## src/rtl/sync_fifo_pkg.sv

```systemverilog
// Shared defaults and elaboration helpers for the single-clock FIFO.
// Sizing rules live here so the top and the storage array agree on them.
package sync_fifo_pkg;

   localparam int FIFO_DEPTH_DEF = 16;
   localparam int FIFO_WIDTH_DEF = 8;

   // The wrap-bit full/empty scheme only works for power-of-two depths.
   function automatic bit fifo_depth_ok(input int depth);
      return (depth >= 2) && ((depth & (depth - 1)) == 0);
   endfunction

endpackage

```

## src/rtl/sync_fifo_mem.sv

```systemverilog
// DEPTH x WIDTH register array: one write port, one registered read port.
// Only the read register is reset; array contents are left as they are.
module sync_fifo_mem
   import sync_fifo_pkg::*;
#(
   parameter int DEPTH = FIFO_DEPTH_DEF,
   parameter int WIDTH = FIFO_WIDTH_DEF,
   parameter int AW    = $clog2(DEPTH)
) (
   input  logic             clock,
   input  logic             reset,
   input  logic             we,
   input  logic [AW-1:0]    waddr,
   input  logic [WIDTH-1:0] wdata,
   input  logic             re,
   input  logic [AW-1:0]    raddr,
   output logic [WIDTH-1:0] rdata
);

   logic [WIDTH-1:0] mem [DEPTH];

   always_ff @(posedge clock) begin
      if (we) begin
         mem[waddr] <= wdata;
      end
   end

   // rdata holds unless a read is accepted, so the consumer sees a stable word.
   always_ff @(posedge clock) begin
      if (reset) begin
         rdata <= '0;
      end else if (re) begin
         rdata <= mem[raddr];
      end
   end

endmodule

```

## src/rtl/sync_fifo.sv

```systemverilog
// Single-clock FIFO: pointer and flag control around sync_fifo_mem.
// Pointers carry one extra wrap bit so full and empty are distinguishable.
module sync_fifo
   import sync_fifo_pkg::*;
#(
   parameter int DEPTH = FIFO_DEPTH_DEF,
   parameter int WIDTH = FIFO_WIDTH_DEF
) (
   input  logic             clock,
   input  logic             reset,
   input  logic             wr,
   input  logic [WIDTH-1:0] din,
   input  logic             rd,
   output logic [WIDTH-1:0] dout,
   output logic             full,
   output logic             empty
);

   localparam int DEPTH_l    = $clog2(DEPTH);
   localparam int FIFO_PTR_W = DEPTH_l + 1;

   if (!fifo_depth_ok(DEPTH)) begin : g_bad_depth
      $error("sync_fifo: DEPTH must be a power of two and at least 2");
   end

   logic [FIFO_PTR_W-1:0] wp;
   logic [FIFO_PTR_W-1:0] rp;
   logic                  wr_acc;
   logic                  rd_acc;

   assign empty = (wp == rp);
   assign full  = (wp[DEPTH_l-1:0] == rp[DEPTH_l-1:0]) &&
                  (wp[DEPTH_l] != rp[DEPTH_l]);

   // Both requests are qualified against the pre-edge flags, so a write into
   // an empty FIFO is never bypassed to the read port in the same cycle.
   assign wr_acc = wr & ~full & ~reset;
   assign rd_acc = rd & ~empty & ~reset;

   always_ff @(posedge clock) begin
      if (reset) begin
         wp <= '0;
         rp <= '0;
      end else begin
         if (wr_acc) begin
            wp <= wp + FIFO_PTR_W'(1);
         end
         if (rd_acc) begin
            rp <= rp + FIFO_PTR_W'(1);
         end
      end
   end

   sync_fifo_mem #(
      .DEPTH (DEPTH),
      .WIDTH (WIDTH),
      .AW    (DEPTH_l)
   ) u_mem (
      .clock (clock),
      .reset (reset),
      .we    (wr_acc),
      .waddr (wp[DEPTH_l-1:0]),
      .wdata (din),
      .re    (rd_acc),
      .raddr (rp[DEPTH_l-1:0]),
      .rdata (dout)
   );

endmodule

```

## config.mk

```make
export PLATFORM = sky130hd
export DESIGN_NAME = sync_fifo
export DESIGN_NICKNAME = d
export VERILOG_FILES = /design/src/rtl/sync_fifo_pkg.sv /design/src/rtl/sync_fifo_mem.sv /design/src/rtl/sync_fifo.sv
export SDC_FILE = /design/constraint.sdc
export NUM_CORES = 1
export LEC_CHECK = 0
export BUFFER_PORTS_ARGS = -buffer_cell sky130_fd_sc_hd__buf_2
export CORE_ASPECT_RATIO = 0.8
export CORE_MARGIN = 2
export CORE_UTILIZATION = 29
export CTS_BUF_LIST = sky130_fd_sc_hd__clkbuf_16
export CTS_CLUSTER_DIAMETER = 150
export DETAILED_ROUTE_END_ITERATION = 10
export PLACE_DENSITY = 0.49
export SLEW_MARGIN = 10
export SYNTH_ARGS = -nofsm -noshare
export SYNTH_HDL_FRONTEND = slang
export SYNTH_SLANG_ARGS = --single-unit
```

## constraint.sdc

```tcl
create_clock -name clock -period 2.85 [get_ports clock]
set_input_delay 0.1425 -clock clock [delete_from_list [all_inputs] [get_ports clock]]
set_output_delay 0.1425 -clock clock [all_outputs]
set_load 0.01 [all_outputs]
```

==> results.md, run 1 <==
- Hold Buf Count CTS: 0
- Synth async-reset ratio: 0
- Fin crit period: 2.32 ns
- Top FF cell, synth: edfxtp_1
- IO Port Bufs: 21
- P per Cell Area: 702 nW/um^2
- Post-Syn Instances: 329
- Final Hold Fails: 0
- Remaining global-route overflow: 0
- Via count: 3,099
- DRT Pass-1 Iters: 4
- Seq/Total Area, Yosys: 0.706
- # H-tree levels: 4
- R2R Path End: u_mem.mem[14][6]
- Count of non-filler cells in the finished layout: 650
- Deepest clock path buffer count: 2
- Layout Skew: 0.0151 ns
- Commonest non-fill, non-tap cell in the layout: edfxtp_1
- Worst slew margin: 0.572
- Hold wc startpoint: rd
- Combinational family with the most area after synthesis: multiplexers
- Worst path required time: 3.01 ns
- Simple-gate share of the synthesized area: 0.0500
- Synth warn: 0
- Worst hold path class: primary input to register
- Leak: 2.29 nW
- Mux contribution to synthesized area: 0.151
- Number of synthesized flops with an enable pin: 128
- Post-route setup slack: 0.527 ns
- First-pass GRT wire length: 19,500 microns
- R2R depth: 6
- XOR/XNOR share of the synthesized area: 0.0191
- Dpl ws: 0.570 ns
- WHS Path Cells: 4
- Hold endpoint: rp[2]
- Routed length on met3: 662 microns
- Die H: 132 microns
- Arr. time, crit path: 2.48 ns
- Synth-to-layout area growth: 19.1%
- Post-CTS setup buffers: 0
- Cells after DPL: 618
- Final setup fails: 0
- Top Metal Used: met4
- CTS Buf Count: 17
- Syn_area_per_cell: 18.1 sq um
- All-Layer GR Usage: 0.124
- Status: complete, no violations
- Core area: 20,000 sq um
- Post-route DRC: 0
- Slew @ Worst Pin: 0.642 ns
- Gpl congestion: 0.684
- Final #Nets: 390
- Ports: 22
- Sink Count: 146
- Unrepaired setup endpoints after global routing: no
- Worst Setup End Kind: register
- Drt total wl: 12,800 microns
- Unique masters post-synth: 34
- WL/cell: 19.6 microns
- Vias in the first global route: 3,129
- Metal2 WL: 5540 microns
- Most frequent cells in the layout: edfxtp_1, buf_4, mux4_1
- CTS root buf: clkbuf_16
- Initial antenna violation count: 1
- Post-synthesis adder-cell area fraction: 0.0105
- Initial Util: 0.298
- Full die area: 21,700 sq um
- Initial drt markers: 299
- CTS tree: yes
- Synth Register Bits: 146
- Max-Cap Viols: 0
- Slew Limit Fails: 0
- Reg2reg start: rp[2]
- WS Path Type: register to register
- Met1 Wirelength: 6460 microns
- Post-DP HPWL: 8120 microns
- R2r setup slk: 0.53 ns
- Post-CTS Resized: 0
- Syn Nets: 346
- Setup tns final: 0 ns
- Largest fanout on the critical path: 20
- FMAX: 430 MHz
- Routed Antenna Nets: 0
- Largest net degree at the start of global routing: 26
- Final core utilization: 0.355
- Worst VDD drop: 0.000364 V
- Clock transition at path regs: 0.07 ns
- Die X-Extent: 164 microns
- Rows: 46
- Final critical-path share of the clock period: 0.815
- Share of cells above drive strength 1: 0.280
- CP startpoint kind: register
- Worst-skew pair later-pin latency: 0.42 ns
- Number of inserted diodes: 0
- Vias per inst: 4.77
- Compound-Gate Fraction of Synth Area: 0.0408
- Area of the mapped netlist: 5950 sq um
## worst max-delay path: stages (launching register included)
cell,delay [ns]
dfxtp_2,0.74
xnor2_1,0.21
nand4_2,0.28
o21ai_2,0.20
buf_4,0.30
nor3_1,0.12
buf_4,0.20
## power by group
group	switching (W)	leakage [nW]	total, W	internal (W)
clock network	0.000860	0.287	0.00207	0.00121
registers	0.0000251	1.30	0.00240	0.00237
logic	0.000312	0.698	0.000506	0.000194
## layout make-up
| class | count | area [sq um] |
|---|---|---|
| timing repair buffer | 46 | 305 |
| fill | 1856 | 12900 |
| clock buffer | 19 | 475 |
| multi-input combinational | 158 | 1680 |
| clock inverter | 13 | 77.6 |
| tap | 264 | 330 |
| sequential | 146 | 4210 |
| inverter | 4 | 15.0 |
## worst max-delay path by stage
stage          start                to  cells past startpoint
5_1_grt        rp[2]   u_mem.mem[1][6]                      6
3_5_place_dp   rp[2]   u_mem.mem[5][2]                      6
6_report       rp[2]  u_mem.mem[14][6]                      6
2_1_floorplan  rp[2]   u_mem.mem[1][0]                      7
4_1_cts        rp[2]   u_mem.mem[5][3]                      6
3_3_place_gp   rp[2]   u_mem.mem[1][1]                      6
## metrics by stage
stage | hold slack, ns | total power, W | instance area [sq um]
after global placement | 0.477 | 0.00295 | 6540
final | 0.125 | 0.00497 | 7090
after CTS | 0.114 | 0.00503 | 7090
after detailed placement | 0.478 | 0.00295 | 6540
after global routing | 0.126 | 0.00515 | 7090
after floorplan | 0.241 | 0.00276 | 5950
## cell families (layout without fill, tap and decap cells)
group,count (synthesis),in the layout
AOI/OAI and AO/OA,35,35
xor gates and xnor gates,13,13
adders and majority gates,5,5
buffers and inverters,25,82
DFF,146,146
muxes,49,49
and+or+nand+nor,56,56
## sequential cells by signal (all words and copies together) (netlist names)
signal / count
rp: 5
u_mem.rdata: 8
wp: 5
u_mem.mem: 128
## routing by layer
layer	GRT usage	vias up
met2	0.174	76
met5	0	-
met1	0.189	1582
met3	0.0299	8
met4	0.0351	0
li1	-	1433
## Yosys cell counts, drive strengths merged, types with 2 or more instances
cell | count | area share
a211oi | 16 | 0.020
dfxtp | 18 | 0.061
o22ai | 8 | 0.0084
mux2i | 9 | 0.015
nand2 | 4 | 0.0025
inv | 3 | 0.0019
clkbuf | 7 | 0.0044
nor3 | 12 | 0.010
mux4 | 24 | 0.11
ha | 5 | 0.011
buf | 14 | 0.015
o21ai | 4 | 0.0040
mux2 | 16 | 0.030
nor4 | 8 | 0.0084
nor4b | 4 | 0.0059
o211ai | 3 | 0.0038
xor2 | 6 | 0.0088
nand2b | 5 | 0.0053
nor2 | 18 | 0.011
edfxtp | 128 | 0.65
xnor2 | 7 | 0.010
a21oi | 2 | 0.0017
Power figures use the tool's default switching activity.
==> run 2, diff against run 1 <==
==> constraint.sdc (replaced) <==
create_clock -name clock -period 2.3 [get_ports clock]
set_input_delay 0.115 -clock clock [delete_from_list [all_inputs] [get_ports clock]]
set_output_delay 0.115 -clock clock [all_outputs]
set_load 0.01 [all_outputs]
==> run 2 against run 1 <==
Core utilization is 0.29 points higher. Register-to-register slack worse by 0.35 ns. Critical endpoint is now u_mem.mem[1][7]. Fmax is 9.2% higher. Count of clock-buffer cells in the layout is 2 lower. Global-route usage is 0.73 points higher.
==> results.md, run 2 (synthesis results as in run 1) <==
- Status: complete, no violations
- Dpl ws: 0.183 ns
- Number of inserted diodes: 0
- Critical path origin: rp[1]
- Worst slew margin: 0.671
- WL/cell: 20.3 microns
- Fin crit period: 2.13 ns
- Top cell family by delay on the critical path: buffers and inverters
- P per Cell Area: 885 nW/um^2
- Reg2reg start: rp[1]
- Slew @ Worst Pin: 0.493 ns
- Sink Count: 146
- Die X-Extent: 164 microns
- Post-route DRC: 0
- Most frequent cells in the layout: edfxtp_1, buf_4, mux4_1
- Leak: 2.30 nW
- Cells after DPL: 622
- Post-DP HPWL: 8630 microns
- Post-route setup slack: 0.172 ns
- Worst hold path class: primary input to register
- Final Hold Fails: 0
- FMAX: 470 MHz
- Slowest-stage cell, CP: nor4_1
- FILL cells: 1,846
- Largest regs: u_mem.mem (128), u_mem.rdata (8)
- Arr. time, crit path: 2.25 ns
- DRT Pass-1 Iters: 4
- Synth-to-layout area growth: 20.1%
- Ports: 22
- Slew Limit Fails: 0
- Initial Util: 0.298
- Final setup fails: 0
- Max reg flops: 128
- Hold Buf Count CTS: 0
- Routed Antenna Nets: 0
- Rows: 46
- Max-Cap Viols: 0
- Clock transition at path regs: 0.06 ns
- Unrepaired setup endpoints after global routing: no
- Full die area: 21,700 sq um
- Register area: 4210 sq um
- Hold wc startpoint: din[5]
- WS Path Type: register to register
- Drt total wl: 13,300 microns
- Multi-input logic area: 1680 sq um
- Post-CTS setup buffers: 0
- IO Port Bufs: 21
- Core area: 20,000 sq um
- Biggest register: u_mem.mem
- All-Layer GR Usage: 0.131
- Layout Skew: 0.00987 ns
- Remaining global-route overflow: 0
- Commonest non-fill, non-tap cell in the layout: edfxtp_1
- Gpl congestion: 0.748
- Vias in the first global route: 3,224
- Count of non-filler cells in the finished layout: 654
- Share of cells above drive strength 1: 0.285
- Initial antenna violation count: 0
- Worst-skew pair later-pin latency: 0.42 ns
- Worst path required time: 2.42 ns
- CTS root buf: clkbuf_16
- Initial drt markers: 346
- Post-CTS Resized: 0
- Cell chain of the critical path: buf_4, xnor2_1, nand4_2, o21ai_2, buf_4, nor4_1, buf_4
- Vias per inst: 4.80
- Critical path buffers and inverters: 3
- Largest net degree at the start of global routing: 26
- CP peak stage delay: 0.41 ns
- Deepest clock path buffer count: 2
- Largest fanout on the critical path: 20
- # H-tree levels: 4
- Worst VDD drop: 0.000512 V
- CTS tree: yes
- Final critical-path share of the clock period: 0.925
- CTS Buf Count: 17
- First-pass GRT wire length: 20,300 microns
- Via count: 3,139
- Top cell by count, worst path: buf_4
- Final #Nets: 394
- CP startpoint kind: register
- Worst Setup End Kind: register
- Die H: 132 microns
-- run 2: cell types whose count changed in the layout (fill, tap and decap cells not counted) --
cell,delta
inv_1,-1
inv_8,+1
clkinvlp_4,+1
inv_6,+1
clkinv_1,+2
clkinv_4,+3
inv_4,-5
inv_2,-2
clkbuf_16,-2
buf_4,+4
bufinv_16,+2
-- run 2: worst register-to-register path, delay by kind of cell (launching register included) --
family	cells	cell delay, ns
buffers and inverters	3	0.68
AOI/OAI and AO/OA	1	0.08
and+or+nand+nor	2	0.61
xor gates and xnor gates	1	0.13
DFF	1	0.33
-- run 2: worst paths after layout --
check,to,slack (ns),cells past startpoint
hold reg to reg,u_mem.rdata[2],0.49,2
hold / removal,u_mem.mem[6][5],0.1,1
setup / recovery,u_mem.mem[1][7],0.17,7
setup reg to reg,u_mem.mem[1][7],0.17,7
-- run 2: layout make-up --
class,count,area share
clock buffers,17,0.0595
clock inverters,15,0.0219
inverters,4,0.00210
multi-input cells,158,0.235
flip-flops and latches,146,0.588
well taps,264,0.0462
repair buffers,50,0.0469
-- run 2: per-layer routing --
layer / vias to the layer above / global-route usage / routed length (microns)
met5: - / 0 / 0
met4: 0 / 0.0365 / 129
met3: 11 / 0.0377 / 534
met2: 61 / 0.186 / 5810
met1: 1626 / 0.195 / 6790
li1: 1441 / - / -
-- run 2: stage by stage --
step / util / cell area [sq um] / total power (W) / hold WS [ns] / setup TNS, ns
final: 0.358 / 7150 / 0.00633 / 0.0981 / 0
after global routing: 0.358 / 7150 / 0.00658 / 0.0939 / 0
after CTS: 0.358 / 7150 / 0.00638 / 0.0799 / 0
after detailed placement: 0.329 / 6570 / 0.00368 / 0.482 / 0
after global placement: 0.329 / 6570 / 0.00367 / 0.478 / 0
after floorplan: - / 5950 / 0.00342 / 0.214 / -11.71
-- run 2: power by group --
part | internal [W] | total, W | switching, W | leakage [nW]
clock | 0.00160 | 0.00271 | 0.00110 | 0.281
sequential | 0.00294 | 0.00299 | 0.0000486 | 1.30
combinational | 0.000257 | 0.000632 | 0.000374 | 0.720
total | 0.00480 | 0.00633 | 0.00153 | 2.30
